--- src/rtl/alu_op_pkg.sv ---
// ALU operation codes shared by the control unit and the datapath ALU.
package alu_op_pkg;
    localparam int ALU_OP_BITS = 5;

    localparam logic [ALU_OP_BITS-1:0] ALU_NOP  = 5'd0;
    localparam logic [ALU_OP_BITS-1:0] ALU_ADD  = 5'd1;
    localparam logic [ALU_OP_BITS-1:0] ALU_ADDU = 5'd2;
    localparam logic [ALU_OP_BITS-1:0] ALU_SUB  = 5'd3;
    localparam logic [ALU_OP_BITS-1:0] ALU_SUBU = 5'd4;
    localparam logic [ALU_OP_BITS-1:0] ALU_AND  = 5'd5;
    localparam logic [ALU_OP_BITS-1:0] ALU_OR   = 5'd6;
    localparam logic [ALU_OP_BITS-1:0] ALU_XOR  = 5'd7;
    localparam logic [ALU_OP_BITS-1:0] ALU_NOR  = 5'd8;
    localparam logic [ALU_OP_BITS-1:0] ALU_SLT  = 5'd9;
    localparam logic [ALU_OP_BITS-1:0] ALU_SLL  = 5'd10;
    localparam logic [ALU_OP_BITS-1:0] ALU_SRL  = 5'd11;
    localparam logic [ALU_OP_BITS-1:0] ALU_SRA  = 5'd12;
    localparam logic [ALU_OP_BITS-1:0] ALU_SLLV = 5'd13;
    localparam logic [ALU_OP_BITS-1:0] ALU_SRLV = 5'd14;
    localparam logic [ALU_OP_BITS-1:0] ALU_MULT = 5'd15;
    localparam logic [ALU_OP_BITS-1:0] ALU_DIV  = 5'd16;
    localparam logic [ALU_OP_BITS-1:0] ALU_BEQ  = 5'd17;
    localparam logic [ALU_OP_BITS-1:0] ALU_BNE  = 5'd18;
    localparam logic [ALU_OP_BITS-1:0] ALU_BLEZ = 5'd19;
    localparam logic [ALU_OP_BITS-1:0] ALU_BGTZ = 5'd20;
endpackage

--- src/rtl/cu_pkg.sv ---
// Types and MIPS opcode/funct encodings for the multi-cycle control unit.
package cu_pkg;
    typedef enum logic [2:0] {
        ST_FETCH  = 3'd0,
        ST_DECODE = 3'd1,
        ST_EXEC   = 3'd2,
        ST_MULDIV = 3'd3,
        ST_MEM    = 3'd4,
        ST_WB     = 3'd5,
        ST_HALT   = 3'd6
    } state_e;

    typedef enum logic [3:0] {
        CL_RALU, CL_MULDIV, CL_JR, CL_J, CL_JAL,
        CL_BRANCH, CL_IALU, CL_LW, CL_SW, CL_ILLEGAL
    } iclass_e;

    localparam logic [5:0] OP_RTYPE = 6'd0;
    localparam logic [5:0] OP_J     = 6'd2;
    localparam logic [5:0] OP_JAL   = 6'd3;
    localparam logic [5:0] OP_BEQ   = 6'd4;
    localparam logic [5:0] OP_BNE   = 6'd5;
    localparam logic [5:0] OP_BLEZ  = 6'd6;
    localparam logic [5:0] OP_BGTZ  = 6'd7;
    localparam logic [5:0] OP_ADDI  = 6'd8;
    localparam logic [5:0] OP_ADDIU = 6'd9;
    localparam logic [5:0] OP_ANDI  = 6'd12;
    localparam logic [5:0] OP_ORI   = 6'd13;
    localparam logic [5:0] OP_XORI  = 6'd14;
    localparam logic [5:0] OP_LW    = 6'd35;
    localparam logic [5:0] OP_SW    = 6'd43;

    localparam logic [5:0] FN_SLL     = 6'd0;
    localparam logic [5:0] FN_SRL     = 6'd2;
    localparam logic [5:0] FN_SRA     = 6'd3;
    localparam logic [5:0] FN_SLLV    = 6'd4;
    localparam logic [5:0] FN_SRLV    = 6'd6;
    localparam logic [5:0] FN_JR      = 6'd8;
    localparam logic [5:0] FN_SYSCALL = 6'd12;
    localparam logic [5:0] FN_MULT    = 6'd24;
    localparam logic [5:0] FN_DIV     = 6'd26;
    localparam logic [5:0] FN_ADD     = 6'd32;
    localparam logic [5:0] FN_ADDU    = 6'd33;
    localparam logic [5:0] FN_SUB     = 6'd34;
    localparam logic [5:0] FN_SUBU    = 6'd35;
    localparam logic [5:0] FN_AND     = 6'd36;
    localparam logic [5:0] FN_OR      = 6'd37;
    localparam logic [5:0] FN_XOR     = 6'd38;
    localparam logic [5:0] FN_NOR     = 6'd39;
    localparam logic [5:0] FN_SLT     = 6'd42;
endpackage

--- src/rtl/cu_decode.sv ---
// Combinational instruction classifier: opcode/funct to instruction class and ALU op.
module cu_decode
    import cu_pkg::*;
    import alu_op_pkg::*;
#(
    parameter int ALUOP_W = 5
) (
    input  logic [5:0]         opcode,
    input  logic [5:0]         funct,
    output iclass_e            iclass,
    output logic [ALUOP_W-1:0] alu_op
);
    always_comb begin
        iclass = CL_ILLEGAL;
        alu_op = ALUOP_W'(ALU_NOP);
        case (opcode)
            OP_RTYPE: begin
                iclass = CL_RALU;
                case (funct)
                    FN_SLL:  alu_op = ALUOP_W'(ALU_SLL);
                    FN_SRL:  alu_op = ALUOP_W'(ALU_SRL);
                    FN_SRA:  alu_op = ALUOP_W'(ALU_SRA);
                    FN_SLLV: alu_op = ALUOP_W'(ALU_SLLV);
                    FN_SRLV: alu_op = ALUOP_W'(ALU_SRLV);
                    FN_JR:   iclass = CL_JR;
                    FN_MULT: begin iclass = CL_MULDIV; alu_op = ALUOP_W'(ALU_MULT); end
                    FN_DIV:  begin iclass = CL_MULDIV; alu_op = ALUOP_W'(ALU_DIV);  end
                    FN_ADD:  alu_op = ALUOP_W'(ALU_ADD);
                    FN_ADDU: alu_op = ALUOP_W'(ALU_ADDU);
                    FN_SUB:  alu_op = ALUOP_W'(ALU_SUB);
                    FN_SUBU: alu_op = ALUOP_W'(ALU_SUBU);
                    FN_AND:  alu_op = ALUOP_W'(ALU_AND);
                    FN_OR:   alu_op = ALUOP_W'(ALU_OR);
                    FN_XOR:  alu_op = ALUOP_W'(ALU_XOR);
                    FN_NOR:  alu_op = ALUOP_W'(ALU_NOR);
                    FN_SLT:  alu_op = ALUOP_W'(ALU_SLT);
                    // SYSCALL and unknown functs both stop the machine
                    default: iclass = CL_ILLEGAL;
                endcase
            end
            OP_J:     iclass = CL_J;
            OP_JAL:   iclass = CL_JAL;
            OP_BEQ:   begin iclass = CL_BRANCH; alu_op = ALUOP_W'(ALU_BEQ);  end
            OP_BNE:   begin iclass = CL_BRANCH; alu_op = ALUOP_W'(ALU_BNE);  end
            OP_BLEZ:  begin iclass = CL_BRANCH; alu_op = ALUOP_W'(ALU_BLEZ); end
            OP_BGTZ:  begin iclass = CL_BRANCH; alu_op = ALUOP_W'(ALU_BGTZ); end
            OP_ADDI:  begin iclass = CL_IALU;   alu_op = ALUOP_W'(ALU_ADD);  end
            OP_ADDIU: begin iclass = CL_IALU;   alu_op = ALUOP_W'(ALU_ADDU); end
            OP_ANDI:  begin iclass = CL_IALU;   alu_op = ALUOP_W'(ALU_AND);  end
            OP_ORI:   begin iclass = CL_IALU;   alu_op = ALUOP_W'(ALU_OR);   end
            OP_XORI:  begin iclass = CL_IALU;   alu_op = ALUOP_W'(ALU_XOR);  end
            OP_LW:    begin iclass = CL_LW;     alu_op = ALUOP_W'(ALU_ADD);  end
            OP_SW:    begin iclass = CL_SW;     alu_op = ALUOP_W'(ALU_ADD);  end
            default:  iclass = CL_ILLEGAL;
        endcase
    end
endmodule

--- src/rtl/multicycle_cu.sv ---
// Multi-cycle MIPS control FSM: fetch, decode, execute, mul/div wait, memory, write-back, halt.
module multicycle_cu
    import cu_pkg::*;
#(
    parameter int ALUOP_W   = 5,
    parameter int MD_CYCLES = 32
) (
    input  logic               clk,
    input  logic               rst_b,
    input  logic [31:0]        inst,
    input  logic               inst_ready,
    input  logic               mem_ready,
    output logic               inst_req,
    output logic               ir_write,
    output logic               pc_write,
    output logic               mem_read,
    output logic               mem_write,
    output logic [ALUOP_W-1:0] alu_op,
    output logic               alu_src,
    output logic               reg_dest,
    output logic               mem_to_reg,
    output logic               link,
    output logic               reg_write,
    output logic               branch,
    output logic               jump,
    output logic               jump_reg,
    output logic               halted,
    output logic [2:0]         state
);
    localparam logic [7:0] MD_LOAD = 8'(MD_CYCLES - 1);

    state_e             state_q, state_d;
    iclass_e            class_q, class_d;
    logic [5:0]         opcode_q, opcode_d;
    logic [5:0]         funct_q, funct_d;
    logic [ALUOP_W-1:0] aluop_q, aluop_d;
    logic [7:0]         cnt_q, cnt_d;

    iclass_e            dec_class;
    logic [ALUOP_W-1:0] dec_alu_op;
    logic               inst_fields_unused;

    // Only opcode and funct drive control; the operand fields belong to the datapath.
    assign inst_fields_unused = ^inst[25:6];

    cu_decode #(.ALUOP_W(ALUOP_W)) u_decode (
        .opcode (opcode_q),
        .funct  (funct_q),
        .iclass (dec_class),
        .alu_op (dec_alu_op)
    );

    always_ff @(posedge clk) begin
        if (!rst_b) begin
            state_q  <= ST_FETCH;
            class_q  <= CL_ILLEGAL;
            opcode_q <= '0;
            funct_q  <= '0;
            aluop_q  <= '0;
            cnt_q    <= '0;
        end else begin
            state_q  <= state_d;
            class_q  <= class_d;
            opcode_q <= opcode_d;
            funct_q  <= funct_d;
            aluop_q  <= aluop_d;
            cnt_q    <= cnt_d;
        end
    end

    always_comb begin
        state_d    = state_q;
        class_d    = class_q;
        opcode_d   = opcode_q;
        funct_d    = funct_q;
        aluop_d    = aluop_q;
        cnt_d      = cnt_q;
        inst_req   = 1'b0;
        ir_write   = 1'b0;
        pc_write   = 1'b0;
        mem_read   = 1'b0;
        mem_write  = 1'b0;
        alu_op     = '0;
        alu_src    = 1'b0;
        reg_dest   = 1'b0;
        mem_to_reg = 1'b0;
        link       = 1'b0;
        reg_write  = 1'b0;
        branch     = 1'b0;
        jump       = 1'b0;
        jump_reg   = 1'b0;
        halted     = 1'b0;
        state      = state_q;

        case (state_q)
            ST_FETCH: begin
                // Fetch stays quiet while reset is held so every output reads 0 in reset.
                inst_req = rst_b;
                if (rst_b && inst_ready) begin
                    ir_write = 1'b1;
                    pc_write = 1'b1;
                    opcode_d = inst[31:26];
                    funct_d  = inst[5:0];
                    state_d  = ST_DECODE;
                end
            end
            ST_DECODE: begin
                class_d = dec_class;
                aluop_d = dec_alu_op;
                state_d = (dec_class == CL_ILLEGAL) ? ST_HALT : ST_EXEC;
            end
            ST_EXEC: begin
                alu_op  = aluop_q;
                alu_src = class_q inside {CL_IALU, CL_LW, CL_SW};
                case (class_q)
                    CL_RALU, CL_IALU: state_d = ST_WB;
                    CL_MULDIV: begin
                        cnt_d   = MD_LOAD;
                        state_d = (MD_CYCLES == 1) ? ST_WB : ST_MULDIV;
                    end
                    CL_BRANCH: begin branch = 1'b1; state_d = ST_FETCH; end
                    CL_J:      begin jump = 1'b1; state_d = ST_FETCH; end
                    CL_JR:     begin jump = 1'b1; jump_reg = 1'b1; state_d = ST_FETCH; end
                    CL_JAL:    begin jump = 1'b1; state_d = ST_WB; end
                    CL_LW, CL_SW: state_d = ST_MEM;
                    default:   state_d = ST_HALT;
                endcase
            end
            ST_MULDIV: begin
                alu_op = aluop_q;
                // EXEC counts as the first busy cycle, so leave when the count would reach 0.
                if (cnt_q <= 8'd1) begin
                    cnt_d   = '0;
                    state_d = ST_WB;
                end else begin
                    cnt_d = cnt_q - 8'd1;
                end
            end
            ST_MEM: begin
                mem_read  = (class_q == CL_LW);
                mem_write = (class_q == CL_SW);
                if (mem_ready) begin
                    state_d = (class_q == CL_LW) ? ST_WB : ST_FETCH;
                end
            end
            ST_WB: begin
                reg_write  = 1'b1;
                reg_dest   = class_q inside {CL_RALU, CL_MULDIV};
                mem_to_reg = (class_q == CL_LW);
                link       = (class_q == CL_JAL);
                state_d    = ST_FETCH;
            end
            ST_HALT: halted = 1'b1;
            default: state_d = ST_FETCH;
        endcase
    end
endmodule

--- config.mk ---
export PLATFORM = sky130hd
export DESIGN_NAME = multicycle_cu
export DESIGN_NICKNAME = d
export VERILOG_FILES = /design/src/rtl/alu_op_pkg.sv /design/src/rtl/cu_pkg.sv /design/src/rtl/cu_decode.sv /design/src/rtl/multicycle_cu.sv
export SDC_FILE = /design/constraint.sdc
export NUM_CORES = 1
export LEC_CHECK = 0
export ABC_AREA = 1
export BUFFER_PORTS_ARGS = -buffer_cell sky130_fd_sc_hd__buf_2
export CAP_MARGIN = 30
export CORE_MARGIN = 2
export CORE_UTILIZATION = 40
export DETAILED_ROUTE_END_ITERATION = 8
export GPL_TIMING_DRIVEN = 0
export PLACE_DENSITY = 0.66
export SLEW_MARGIN = 20
export SYNTH_ARGS = -nofsm -noshare
export SYNTH_HDL_FRONTEND = slang
export SYNTH_SLANG_ARGS = --single-unit
--- constraint.sdc ---
create_clock -name clk -period 1.6 [get_ports clk]
set_input_delay 0.16 -clock clk [delete_from_list [all_inputs] [get_ports clk]]
set_output_delay 0.16 -clock clk [all_outputs]
set_load 0.005 [all_outputs]
==> metrics.csv <==
metric,value,unit
status,completed,
grt.overflow.total,0,
critPathLaunch,opcode_q[4],
crit_fanout,7,
holdWs,72.0,ps
fp.dieH,77.1,um
cts_root_buf,clkbuf_8,
grt_util_met3,3.29,%
cp.arrival,1710,ps
area_growth_syn_to_layout,28.4,%
drtIter0Drc,75,
layout_min_cycle_time,1550,ps
gp_congestion,0.861,
synth_cells,336,
grt_start_max_net_pins,12,
use_met2,30.9,%
path_delay_family,simple AND/OR/NAND/NOR gates,
rrSetupSlack,50,ps
cts.sink_count,32,
ys_types,34,
synth_top_area_share,30.0,%
slew_headroom,65.4,%
drc_errors,0,
grt_pass1_wl,9450,um
finalClockSkew,7.67,ps
fill_cells,566,
crit_path_max_incr_delay,340,ps
cts.clk_slew.worst_paths,70,ps
worst-path-buf-inv,1,
synthFlopType,dfxtp_1,
worstSetupStartpointType,flip-flop,
die_area,5940,um^2
synth-simple-area-share,37.5,%
power,4.30,mW
yosys-top-cells-area,"dfxtp_1 (30%), nand2_1 (11%), inv_1 (8.3%), nor2_1 (8.3%), nand3_1 (5.9%)",
ys_seq_area_share,30.0,%
port_buffers,37,
grt_setup_unrepaired,yes,
drive_gt1_share,33.2,%
num_vias,2361,
synth_seq_cells,32,
antenna_found_initial,0,
maxSlewViolCount,0,
synth_top_family_by_area,simple AND/OR/NAND/NOR gates,
numCtsBuffers,5,
design.core.area,5140,um^2
syn_area,2140,um^2
cts_tree,done,
grt_use_total,19.2,%
reg2reg_from,opcode_q[4],
crit_chain,nor2_4 -> inv_2 -> nor2_4 -> nand2_2 -> nand2_2 -> nor2_4 -> nand4_1 -> nand2_1 -> nand2_1 -> nand2_2 -> nand2_1 -> nand2_1 -> nand2_1 -> a21oi_2,
worst_pin_slew,519,ps
clk_latency,290,ps
final_nets,429,
crit_type,flip-flop to flip-flop,
crit_end,state[2],
routedWlPerCell,12.2,um
r2r_cells,14,
synth_edf_count,0,
synth_compound_area_share,18.5,%
p_per_area,1570,nW/um^2
muxShareOfSynthArea,0,%
die_x,77.1,um
vias_per_cell,5.11,
htreeDepth,2,
first_pass_iters,7,
hold_viol_final,0,
cpMostUsedCell,nand2_1,
grt_use_met1,26.1,%
busiest_layer,met2,
antennaDiodeCount,0,
ioPinCount,58,
async_flop_share,0,%
leakagePower,1.28,nW
final_core_util,53.4,%
initial_core_util,41.6,%
required,1760,ps
stdcell_count,462,
crit_path_end_kind,flip-flop,
period_share,97.0,%
cp_slowest_cell,dfxtp_2,
routed_wl,5650,um
hold_path_class,input pin to flip-flop,
placed_cells,443,
clockBufferDepth,2,
fp-row-count,26,
yosys.area.top_type,dfxtp_1,
holdBufCountCts,0,
dp_hpwl,4200,um
synth_xor_area_share,1.64,%
vdd_drop_max,0.000699,V
syn_nets,374,
synth_area_per_cell,6.36,um^2
antenna_left,0,
finalSetupViolations,0,
fmax,0.644,GHz
maxCapViolations,0,
synthAdderAreaFrac,1.17,%
grt_pass1_vias,2143,
cp.depth,14,
fin_tns_setup,0,ps
yosysWarnings,0,
r2r_end,state[2],
logic make-up after synthesis:
group	count (synthesis)
AOI/OAI and AO/OA	64
xor gates and xnor gates	4
adders and majority gates	2
buffers and inverters	62
DFF	32
and+or+nand+nor	172
synth_stat cells, types with 3 or more instances:
cell type and count:
dfxtp_1 32, a21oi_1 24, inv_2 9, nor2_4 3
inv_1 47, nor3_1 11, nor2_2 8, nor3_2 3
o211ai_1 3, clkbuf_1 3, nor2_1 47, a211oi_1 3
nand3_1 25, o21ai_0 10, xor2_1 3, o31ai_1 15
nand2_1 65, nand4_1 3
metrics by stage:
stage / instance area [um^2] / worst slack [ps]
after floorplan: 2140 / 110
after global placement: 2410 / -261
after detailed placement: 2410 / -307
after CTS: 2580 / 1.43
after global routing: 2740 / -94.5
final: 2740 / 47.4
area by class of cell:
class | instances | area (um^2) | area share [%]
repair buffers | 48 | 268 | 9.76
plain buffers | 6 | 35.0 | 1.28
flip-flops and latches | 32 | 671 | 24.5
clock buffers | 5 | 68.8 | 2.51
inverters | 56 | 213 | 7.76
clock inverters | 3 | 18.8 | 0.684
multi-input cells | 242 | 1380 | 50.4
well taps | 70 | 87.6 | 3.19
repair_timing:
action	in CTS	in global routing
resized for setup	21	41
setup endpoints to repair	26	24
cloned	0	0
pin swaps	5	10
endpoints found under the hold margin	0	0
buffers inserted	4	7
placed cells by master, fill, tap and decap left out, types with 9 or more instances in the layout:
master,Yosys,final
buf_4,1,12
nand2_1,65,62
nor2_1,47,39
inv_2,9,15
buf_2,2,38
nand3_1,25,24
nor2_4,3,12
dfxtp_1,32,16
a21oi_1,24,24
dfxtp_2,0,12
o21ai_0,10,9
o31ai_1,15,15
inv_1,47,40
metal layers:
layer,vias to the layer above,routed length [um]
met5,-,0
met4,0,87
met3,6,222
met2,47,2660
met1,1088,2680
li1,1220,-
tightest hold or removal path, cell delays in order:
cell and delay (ps):
buf_2 70, nand2_1 40, o31ai_1 50
sequential cells by signal, summed over array words and instances, names as in the netlist:
| name | cells |
|---|---|
| funct_q | 6 |
| cnt_q | 8 |
| aluop_q | 5 |
| state | 3 |
| class_q | 4 |
| opcode_q | 6 |
how the worst min path moves through the flow:
stage                             end      from  slack, ps  depth (start not counted)
after detailed placement  opcode_q[0]  inst[26]        370                          3
final                      funct_q[3]   inst[3]         70                          3
after CTS                  funct_q[5]   inst[5]         70                          3
after global placement     funct_q[5]   inst[5]        360                          3
after floorplan            funct_q[0]   inst[0]        270                          2
after global routing       funct_q[3]   inst[3]         90                          3
report_power, final:
group          total (mW)  switching, mW  internal [mW]
Combinational        2.32           1.45          0.874
Clock               0.623          0.320          0.303
Sequential           1.35          0.307           1.05
Total                4.30           2.08           2.22
No activity file was read; power rests on OpenSTA's default activity.
